--- src/rtl/mem_stage_pkg.sv ---
// Shared definitions for the MEM pipeline stage.
//   memState_t      : access sequencer states (IDLE, REQ, DONE)
//   *_DEF           : default widths and timeout used by mem_stage
//   toCntW()        : width of the REQ-cycle timeout counter
package mem_stage_pkg;

    typedef enum logic [1:0] {
        IDLE = 2'd0,
        REQ  = 2'd1,
        DONE = 2'd2
    } memState_t;

    localparam int DATA_W_DEF      = 32;
    localparam int REG_ADR_W_DEF   = 5;
    localparam int TIMEOUT_CYC_DEF = 255;

    // The counter only has to hold 0 .. timeoutCyc-1; keep at least one bit.
    function automatic int toCntW(input int timeoutCyc);
        return (timeoutCyc < 2) ? 1 : $clog2(timeoutCyc);
    endfunction

endpackage

--- src/rtl/mem_stage_mem_wb_reg.sv ---
// MEM/WB pipeline register.
//   clk, rst          : clock, synchronous active-high reset (clears every field)
//   load              : capture all inputs (memData only when loadMemData=1)
//   bubble            : clear regWrite/memtoReg, every other field holds
//   loadMemData       : qualifies memData capture on a load
//   memData..regWrite : incoming fields
//   out*              : registered fields feeding write-back
module mem_wb_reg #(
    parameter int DATA_W    = 32,
    parameter int REG_ADR_W = 5
) (
    input  logic                 clk,
    input  logic                 rst,
    input  logic                 load,
    input  logic                 bubble,
    input  logic                 loadMemData,
    input  logic [DATA_W-1:0]    memData,
    input  logic [DATA_W-1:0]    aluResult,
    input  logic [REG_ADR_W-1:0] regWriteAdr,
    input  logic                 memtoReg,
    input  logic                 regWrite,
    output logic [DATA_W-1:0]    outMemData,
    output logic [DATA_W-1:0]    outALUResult,
    output logic [REG_ADR_W-1:0] outRegWriteAdr,
    output logic                 outMemtoReg,
    output logic                 outRegWrite
);

    always_ff @(posedge clk) begin
        if (rst) begin
            outMemData     <= '0;
            outALUResult   <= '0;
            outRegWriteAdr <= '0;
            outMemtoReg    <= 1'b0;
            outRegWrite    <= 1'b0;
        end else if (bubble) begin
            outMemtoReg <= 1'b0;
            outRegWrite <= 1'b0;
        end else if (load) begin
            outALUResult   <= aluResult;
            outRegWriteAdr <= regWriteAdr;
            outMemtoReg    <= memtoReg;
            outRegWrite    <= regWrite;
            if (loadMemData) begin
                outMemData <= memData;
            end
        end
    end

endmodule

--- src/rtl/mem_stage.sv ---
// MEM pipeline stage: drives a req/ack data-memory bus for loads and stores,
// stalls upstream while an access is outstanding, and owns the MEM/WB register.
//   clk, rst          : clock, synchronous active-high reset
//   MEM_In*           : instruction fields from the EX/MEM register
//   dmem_req/we/addr/wdata : registered bus request, stable while dmem_req=1
//   dmem_ack/rdata    : one-cycle completion strobe and read data
//   MEM_Stall         : combinational hold for PC, IF/ID, ID/EX, EX/MEM
//   MEM_BusErr        : sticky flag, set when a request times out
//   MEM_Misalign      : one-cycle pulse on a dropped misaligned access
//   MEMWB_Out*        : MEM/WB register outputs
// Optional feature: define MEM_MISALIGN_CHECK_EN to drop accesses whose address
// is not word aligned (no request, no stall, bubble plus MEM_Misalign pulse).
// Without it MEM_Misalign is tied 0 and every access goes to the bus.
import mem_stage_pkg::*;

module mem_stage #(
    parameter int DATA_W      = DATA_W_DEF,
    parameter int REG_ADR_W   = REG_ADR_W_DEF,
    parameter int TIMEOUT_CYC = TIMEOUT_CYC_DEF
) (
    input  logic                 clk,
    input  logic                 rst,
    input  logic [DATA_W-1:0]    MEM_InALUResult,
    input  logic [DATA_W-1:0]    MEM_InRtData,
    input  logic [REG_ADR_W-1:0] MEM_InRegWriteAdr,
    input  logic                 MEM_InMemWrite,
    input  logic                 MEM_InMemRead,
    input  logic                 MEM_InMemtoReg,
    input  logic                 MEM_InRegWrite,
    output logic                 dmem_req,
    output logic                 dmem_we,
    output logic [DATA_W-1:0]    dmem_addr,
    output logic [DATA_W-1:0]    dmem_wdata,
    input  logic                 dmem_ack,
    input  logic [DATA_W-1:0]    dmem_rdata,
    output logic                 MEM_Stall,
    output logic                 MEM_BusErr,
    output logic                 MEM_Misalign,
    output logic [DATA_W-1:0]    MEMWB_OutMemData,
    output logic [DATA_W-1:0]    MEMWB_OutALUResult,
    output logic [REG_ADR_W-1:0] MEMWB_OutRegWriteAdr,
    output logic                 MEMWB_OutMemtoReg,
    output logic                 MEMWB_OutRegWrite
);

    localparam int CNT_W = toCntW(TIMEOUT_CYC);

    memState_t         state;
    logic [CNT_W-1:0]  reqCnt;
    logic [DATA_W-1:0] capData;
    logic              access;
    logic              misaligned;
    logic              startAcc;
    logic              timeout;
    logic              wbLoad;
    logic              wbBubble;
    logic              wbLoadMem;

    // A read+write combination is issued as a write (dmem_we from MemWrite).
    assign access = MEM_InMemRead | MEM_InMemWrite;

`ifdef MEM_MISALIGN_CHECK_EN
    assign misaligned = access && (MEM_InALUResult[1:0] != 2'b00);
`else
    assign misaligned = 1'b0;
`endif

    assign startAcc  = (state == IDLE) && access && !misaligned;
    // reqCnt holds the number of REQ cycles already spent without an ack.
    assign timeout   = (reqCnt == CNT_W'(TIMEOUT_CYC - 1));
    assign MEM_Stall = startAcc || (state == REQ);

    // MEM/WB control: bubble while an access is in flight (or dropped),
    // load the instruction on its completing edge.
    always_comb begin
        wbLoad    = 1'b0;
        wbBubble  = 1'b0;
        wbLoadMem = 1'b0;
        case (state)
            IDLE: begin
                if (access) wbBubble = 1'b1;
                else        wbLoad   = 1'b1;
            end
            REQ:  wbBubble = 1'b1;
            DONE: begin
                wbLoad    = 1'b1;
                wbLoadMem = ~dmem_we;
            end
            default: ;
        endcase
    end

    // ---- access sequencer / bus registers ----
    always_ff @(posedge clk) begin
        if (rst) begin
            state      <= IDLE;
            reqCnt     <= '0;
            capData    <= '0;
            dmem_req   <= 1'b0;
            dmem_we    <= 1'b0;
            dmem_addr  <= '0;
            dmem_wdata <= '0;
            MEM_BusErr <= 1'b0;
        end else begin
            case (state)
                IDLE: begin
                    if (startAcc) begin
                        dmem_req   <= 1'b1;
                        dmem_we    <= MEM_InMemWrite;
                        dmem_addr  <= MEM_InALUResult;
                        dmem_wdata <= MEM_InRtData;
                        reqCnt     <= '0;
                        state      <= REQ;
                    end
                end
                REQ: begin
                    // ack takes priority over a timeout on the same cycle
                    if (dmem_ack) begin
                        if (!dmem_we) capData <= dmem_rdata;
                        dmem_req <= 1'b0;
                        state    <= DONE;
                    end else if (timeout) begin
                        capData    <= '0;
                        dmem_req   <= 1'b0;
                        MEM_BusErr <= 1'b1;
                        state      <= DONE;
                    end else begin
                        reqCnt <= reqCnt + 1'b1;
                    end
                end
                DONE:    state <= IDLE;
                default: state <= IDLE;
            endcase
        end
    end

`ifdef MEM_MISALIGN_CHECK_EN
    logic misalignQ;

    always_ff @(posedge clk) begin
        if (rst) misalignQ <= 1'b0;
        else     misalignQ <= (state == IDLE) && misaligned;
    end

    assign MEM_Misalign = misalignQ;
`else
    assign MEM_Misalign = 1'b0;
`endif

    // ---- MEM/WB boundary ----
    mem_wb_reg #(
        .DATA_W    (DATA_W),
        .REG_ADR_W (REG_ADR_W)
    ) uMemWb (
        .clk            (clk),
        .rst            (rst),
        .load           (wbLoad),
        .bubble         (wbBubble),
        .loadMemData    (wbLoadMem),
        .memData        (capData),
        .aluResult      (MEM_InALUResult),
        .regWriteAdr    (MEM_InRegWriteAdr),
        .memtoReg       (MEM_InMemtoReg),
        .regWrite       (MEM_InRegWrite),
        .outMemData     (MEMWB_OutMemData),
        .outALUResult   (MEMWB_OutALUResult),
        .outRegWriteAdr (MEMWB_OutRegWriteAdr),
        .outMemtoReg    (MEMWB_OutMemtoReg),
        .outRegWrite    (MEMWB_OutRegWrite)
    );

endmodule

--- config.mk ---
export PLATFORM = sky130hd
export DESIGN_NAME = mem_stage
export DESIGN_NICKNAME = d
export VERILOG_FILES = /design/src/rtl/mem_stage_pkg.sv /design/src/rtl/mem_stage_mem_wb_reg.sv /design/src/rtl/mem_stage.sv
export SDC_FILE = /design/constraint.sdc
export NUM_CORES = 1
export LEC_CHECK = 0
export CAP_MARGIN = 5
export CORE_ASPECT_RATIO = 0.75
export CORE_MARGIN = 2
export CORE_UTILIZATION = 43
export CTS_CLUSTER_SIZE = 30
export DETAILED_ROUTE_END_ITERATION = 10
export PLACE_DENSITY = 0.78
export SYNTH_ARGS = -nofsm -noshare
export SYNTH_HDL_FRONTEND = slang
export SYNTH_HIERARCHICAL = 1
export SYNTH_SLANG_ARGS = --single-unit
export TNS_END_PERCENT = 5
--- constraint.sdc ---
create_clock -name clk -period 1.8 [get_ports clk]
set_input_delay 0.36 -clock clk [delete_from_list [all_inputs] [get_ports clk]]
set_output_delay 0.36 -clock clk [all_outputs]
set_load 0.01 [all_outputs]
==> metrics.txt, run 1 <==
status complete, no violations; # rows 38; CP endpoint dmem_we; Clk pin slew, worst setup/hold paths 70 ps; GRT Total Usage 22.2%; fin crit share 97.7%; Fin Clk Skew 11.1 ps; worst skew pair latency 420 ps; Worst Path Required 1440 ps; Crit path buffers/inverters 1; antenna violations before repair 0; FF-to-FF path depth 7; Worst Setup Slack, final 41.9 ps; crit end category output pin; Crit path depth 1; Max Cap Viol 0; Net count, final 1091; total CTS buffers 17; ANT nets after route 0; Core Util, Final 67.6%; Hold WS 207 ps; Synth area leaders dfxtp_1 57%, nand2_1 16%, a21oi_1 11%; worst min path class input port to flop; die height 109 um; Synth Area per Inst 8.56 um^2; crit start category flop; Peak Freq 569 MHz; Detailed Routing Iterations Pass 1 4; total number of vias 5886; n_diodes 0; top cell type's share of synthesized area 56.5%; Crit path max-delay family buffers and inverters; Core ar. 14500 um^2; Peak VDD IR 0.654 mV; number of fillers in the final layout 1182; number of DRC markers in iteration 0 248; Post-Syn Nets 855; slowest CP cell clkdlybuf4s50_1; RSZ-0062 raised after global routing false; CTS sink cnt 180; register area share after synthesis 56.5%; kind of critical path flop to output pin; final WL 17.9 mm; Worst-Margin Slew 654 ps; Vias per Instance 4.93; worst setup path startpoint dmem_we; Final Critical Period 1760 ps; Synth Register Bits 180; setup violators final 0; Post-synth EDFFs 0; Post-synth ARST share 0%; Max Slew Vio Count 0; drt drc 0; CTS HTree Levels 4; r2r startpoint reqCnt[0]; CP Cell Sequence clkdlybuf4s50_1; Arr. time, crit path 1400 ps; largest stage delay on the critical path 600 ps; Place WS -286 ps; critical path peak fanout 4; static leakage 0.00354 uW; CTS tree yes; Clock Tree Root clkbuf_16; Hold Fails Final Rpt 0; layout cell share with drive strength beyond 1 8.15%; chip width 145 um; Worst slew margin 56.4%; Syn Inst Count 745; cell taking the most area after synthesis dfxtp_1; reg2reg end capData[11]; dpl hpwl 12.1 mm; Ys Warns 6; I/O pins 248; PwrDens 959 nW/um^2; die footprint 15800 um^2; Post-Syn Area 6370 um^2; largest net degree at the start of global routing 145; PortBufs 246; Top FF cell, synth dfxtp_1; synthesis-to-layout area growth 53.2%; Netlist cell types 39; hold_buf cts 0; wire per inst 15.0 um; reg2reg setup slack 200 ps; GR Overflow Total 0; number of global-route vias before repair 5571; Max Root-Sink Buffers 2; first-pass GRT wire length 27.6 mm; RD Place Congestion 0.864; Initial Utilization 44.1%
-- power breakdown --
part,internal [uW],leakage [uW],switching [uW]
combinational,686,0.00177,574
sequential,4160,0.00147,100
clock,2160,0.000299,1680
total,7010,0.00354,2360
-- timing repair --
action,CTS,global route
pin swaps,0,1
hold endpoints to repair,0,0
buffers inserted,0,0
gates resized for setup,3,1
setup endpoints to repair,1,19
-- layout make-up --
class | count | area (um^2) | share of cell area, %
Sequential cell | 180 | 3600 | 36.9
Timing Repair Buffer | 273 | 2810 | 28.8
Multi-Input combinational cell | 507 | 2470 | 25.3
Clock buffer | 18 | 439 | 4.50
Tap cell | 200 | 250 | 2.56
Clock inverter | 14 | 180 | 1.85
Inverter | 2 | 7.51 | 0.0769
-- cells in the mapped netlist (2+ instances only) --
master and number:
a21oi_2 6, clkbuf_1 24, a22o_1 30, or3_1 5, nor2_1 9, nand2b_1 4, a31oi_1 3, ha_1 2
buf_2 18, mux2i_1 2, buf_4 4, inv_1 2, o211ai_1 2, a22o_2 2, buf_6 9, nand3_1 13
dfxtp_1 180, a21oi_1 136, nor3_1 6, nand2_1 269
-- registers in the layout, indices dropped and copies added (netlist names), 2 cells and up --
| name | cells |
|---|---|
| capData | 32 |
| reqCnt | 8 |
| uMemWb/outMemData | 32 |
| uMemWb/outALUResult | 32 |
| dmem_wdata | 32 |
| uMemWb/outRegWriteAdr | 5 |
| state | 2 |
| dmem_addr | 32 |
-- worst min-delay path by stage --
stage / start / endpoint / slack, ps / cells after the start
4_1_cts: rst / uMemWb/outMemData[25] / 190 / 2
2_1_floorplan: capData[0] / uMemWb/outMemData[0] / 430 / 2
3_3_place_gp: capData[15] / uMemWb/outMemData[15] / 440 / 2
6_report: rst / uMemWb/outMemData[25] / 210 / 2
5_1_grt: rst / uMemWb/outMemData[25] / 200 / 2
3_5_place_dp: capData[18] / uMemWb/outMemData[18] / 440 / 2
-- routing by layer --
layer  wire length (um)  part of all wire [%]  vias to the layer above  track usage (%)
li1                   -                     -                     2945                -
met1               7770                    43                     2712             27.8
met2               8110                    45                      206             34.9
met3               1760                   9.8                       23             9.67
met4                295                   1.6                        0             6.87
met5                  0                     0                        -                0
-- placed cells by master (no fill, tap or decap), drive strengths merged, types with 3 or more instances in the layout --
cell             n
nand2          269
clkdlybuf4s50  244
dfxtp          180
a21oi          142
a22o            32
buf             28
clkbuf          18
nand3           13
inv             11
nor2             9
nor3             7
or3              5
nand2b           4
a31oi            3
-- kinds of logic (layout without fill, tap and decap cells) --
kind of cell	after synthesis	in the layout	share of synthesized area, %
simple gates	317	317	20.4
compound gates	185	185	17.2
flops	180	180	56.5
buf+inv	58	307	5.06
fa+ha+maj	2	2	0.393
mux	2	2	0.314
other cells	1	1	0.0588
-- per-stage QoR --
step,total power (uW),std cells,cell area (um^2),setup TNS [ps]
finish,9360,1194,9760,0
detailed placement,5610,1162,9140,-29850
global route,9740,1194,9760,0
global placement,5600,1162,9140,-25450
CTS,9460,1194,9760,0
floorplan,4840,745,6370,0
(Power assumes the default switching activity.)
==> run 2, diff against run 1 <==
CORE_UTILIZATION = 45   (was 43)
PLACE_DENSITY = 0.81   (was 0.78)
clock period = 2.2 ns   (was 1.8 ns; I/O delays follow)
==> run 2 against run 1 <==
Via count fell by 0.31%. Die area decreased by 4.3%. Final area down 2.1%. Sequential power shrank 18%. Setup slack better by 42 ps. Largest cell class unchanged.
==> metrics.txt, run 2 (synthesis gave the netlist of run 1 again) <==
Final Critical Period 2120 ps; Worst Path Required 1760 ps (+320 ps); n_diodes 0 (unchanged); Initial Utilization 46.2% (+2.1 points); kind of critical path input port to output pin; reg2reg end reqCnt[5]; largest net degree at the start of global routing 83 (-43%); FF-to-FF path depth 6 (-1); antenna violations before repair 0 (unchanged); total CTS buffers 17 (unchanged); die footprint 15100 um^2 (-4.3%); Net count, final 1081 (-0.92%); dpl hpwl 11.9 mm (-1.5%); Setup Fix Bufs, Post-CTS 0 (unchanged); Flop pwr share 47.3% (+1.8 points); Peak Freq 473 MHz; synthesis-to-layout area growth 50.0%; WHS Endpoint dmem_wdata[12]; Worst slew margin 60.7% (+4.3 points); Hold Startpoint rst; ANT nets after route 0 (unchanged); Crit path max-delay family buffers and inverters; I/O pins 248 (unchanged); slowest CP cell clkdlybuf4s50_1; CTS HTree Levels 4 (unchanged); PwrDens 770 nW/um^2 (-20%); final WL 17.8 mm (-0.49%); worst skew pair latency 420 ps (about the same); Worst-Margin Slew 589 ps (-64.6 ps); # rows 37 (-2.6%); P_sw 1900 uW (-19%); Vias per Instance 5.06 (+2.7%); Core Util, Final 69.3% (+1.8 points); total number of vias 5868 (-0.31%); RD Place Congestion 0.788 (-8.8%); Clk pin slew, worst setup/hold paths 70 ps (about the same); Hold WS 331 ps (+124 ps); critical path peak fanout 3 (-1); number of DRC markers in iteration 0 320 (+29%); PortBufs 246 (unchanged); Worst Hold Depth 2 (unchanged); Max Slew Vio Count 0 (unchanged); status complete, no violations; Max Cap Viol 0 (unchanged); most frequent cells in the layout 269 x nand2_1, 245 x clkdlybuf4s50_1, 180 x dfxtp_1; Max Root-Sink Buffers 2 (unchanged); Sw Ratio 25.9% (+0.68 points); Clock Tree Root clkbuf_16; GRT Total Usage 23.6% (+1.4 points); wire per inst 15.4 um (+2.5%); Fin Clk Skew 10.4 ps (-0.700 ps); Hold Fails Final Rpt 0 (unchanged); drt drc 0 (unchanged); first-pass GRT wire length 28.5 mm (+3.5%); number of global-route vias before repair 5685 (+2.0%); hold_buf cts 0 (unchanged); CTS resizes 0 (-3); Core ar. 13800 um^2 (-4.6%); reg2reg setup slack 570 ps (+370 ps); static leakage 0.00346 uW (-2.1%); setup violators final 0 (unchanged); chip width 141 um (-2.2%); fin crit share 96.2%; GR Overflow Total 0 (unchanged); die height 107 um (-2.2%); Logic pwr share 13.2% (-0.3 points); most common cell after layout, fill and taps aside nand2_1; number of fillers in the final layout 1086 (-8.1%); largest stage delay on the critical path 480 ps (-120 ps); crit end category output pin; CP Cell Sequence clkdlybuf4s50_1, nor3_2, nor2_1, clkdlybuf4s50_1; CTS sink cnt 180 (unchanged); Peak VDD IR 0.506 mV (-23%); Design Power 7360 uW (-21%); worst min path class input port to flop; clock power share 39.4% (-1.6 points); r2r startpoint reqCnt[0]; Arr. time, crit path 1680 ps (+280 ps); internal power 5460 uW (-22%); Detailed Routing Iterations Pass 1 5 (+1); layout cell share with drive strength beyond 1 7.01% (-1.1 points); CTS tree yes; crit start category input port; Crit path buffers/inverters 2 (+1); cell mode on critical path clkdlybuf4s50_1
## run 2: cell types whose count changed in the layout (fill, tap and decap cells not counted), sizes merged
cell / previous run / this run
dlygate4sd2: 1 / 0
buf: 28 / 18
inv: 11 / 14
clkinv: 1 / 2
clkdlybuf4s50: 244 / 245
clkinvlp: 2 / 0
bufinv: 2 / 0
## run 2: per-layer routing
layer / vias up / GRT usage (%) / wire (um)
li1: 2923 / - / -
met1: 2724 / 29.1 / 7550
met4: 0 / 6.57 / 214
met2: 204 / 38.4 / 8340
met3: 17 / 9.60 / 1740
met5: - / 0 / 0
## run 2: worst max-delay path by stage
stage / cells after the start / start / slack (ps) / to
2_1_floorplan: 8 / MEM_InMemWrite / 620 / uMemWb/outMemData[19]
3_3_place_gp: 9 / MEM_InMemWrite / 60 / uMemWb/outMemData[23]
3_5_place_dp: 9 / MEM_InMemWrite / -8 / uMemWb/outMemData[9]
4_1_cts: 4 / MEM_InMemWrite / 50 / MEM_Stall
5_1_grt: 4 / MEM_InMemWrite / -2 / MEM_Stall
6_report: 4 / MEM_InMemWrite / 80 / MEM_Stall
## run 2: layout make-up
cell class,count,area [um^2],share of cell area (%)
Multi-Input combinational cell,507,2470,25.8
Clock inverter,14,125,1.31
Tap cell,175,219,2.29
Timing Repair Buffer,263,2700,28.2
Clock buffer,18,439,4.59
Sequential cell,180,3600,37.7
Inverter,2,7.51,0.0785
## run 2: through the flow
stage	worst slack (ps)	TNS, ps	cell area (um^2)	instances
after floorplan	623	0	6370	745
after global placement	60.0	0	8990	1127
after detailed placement	-7.88	-7.88	8990	1127
after CTS	50.3	0	9560	1159
after global routing	-1.82	-1.82	9560	1159
final	83.6	0	9560	1159
## run 2: worst reg2reg max path, cell delays in order, from the launching register on
cell	delay, ps
dfxtp_1	380
inv_1	80
ha_1	200
nand3_1	140
o21ai_2	200
or3_1	390
a31oi_1	180
## run 2: power groups by stage
| stage | registers (uW) | logic, uW | clock network [uW] |
|---|---|---|---|
| 3_3_place_gp | 3550 | 968 | 0 |
| 6_report | 3480 | 975 | 2900 |
| 4_1_cts | 3480 | 983 | 2980 |
| 5_1_grt | 3500 | 1060 | 3090 |
| 2_1_floorplan | 3600 | 360 | 0 |
| 3_5_place_dp | 3560 | 976 | 0 |
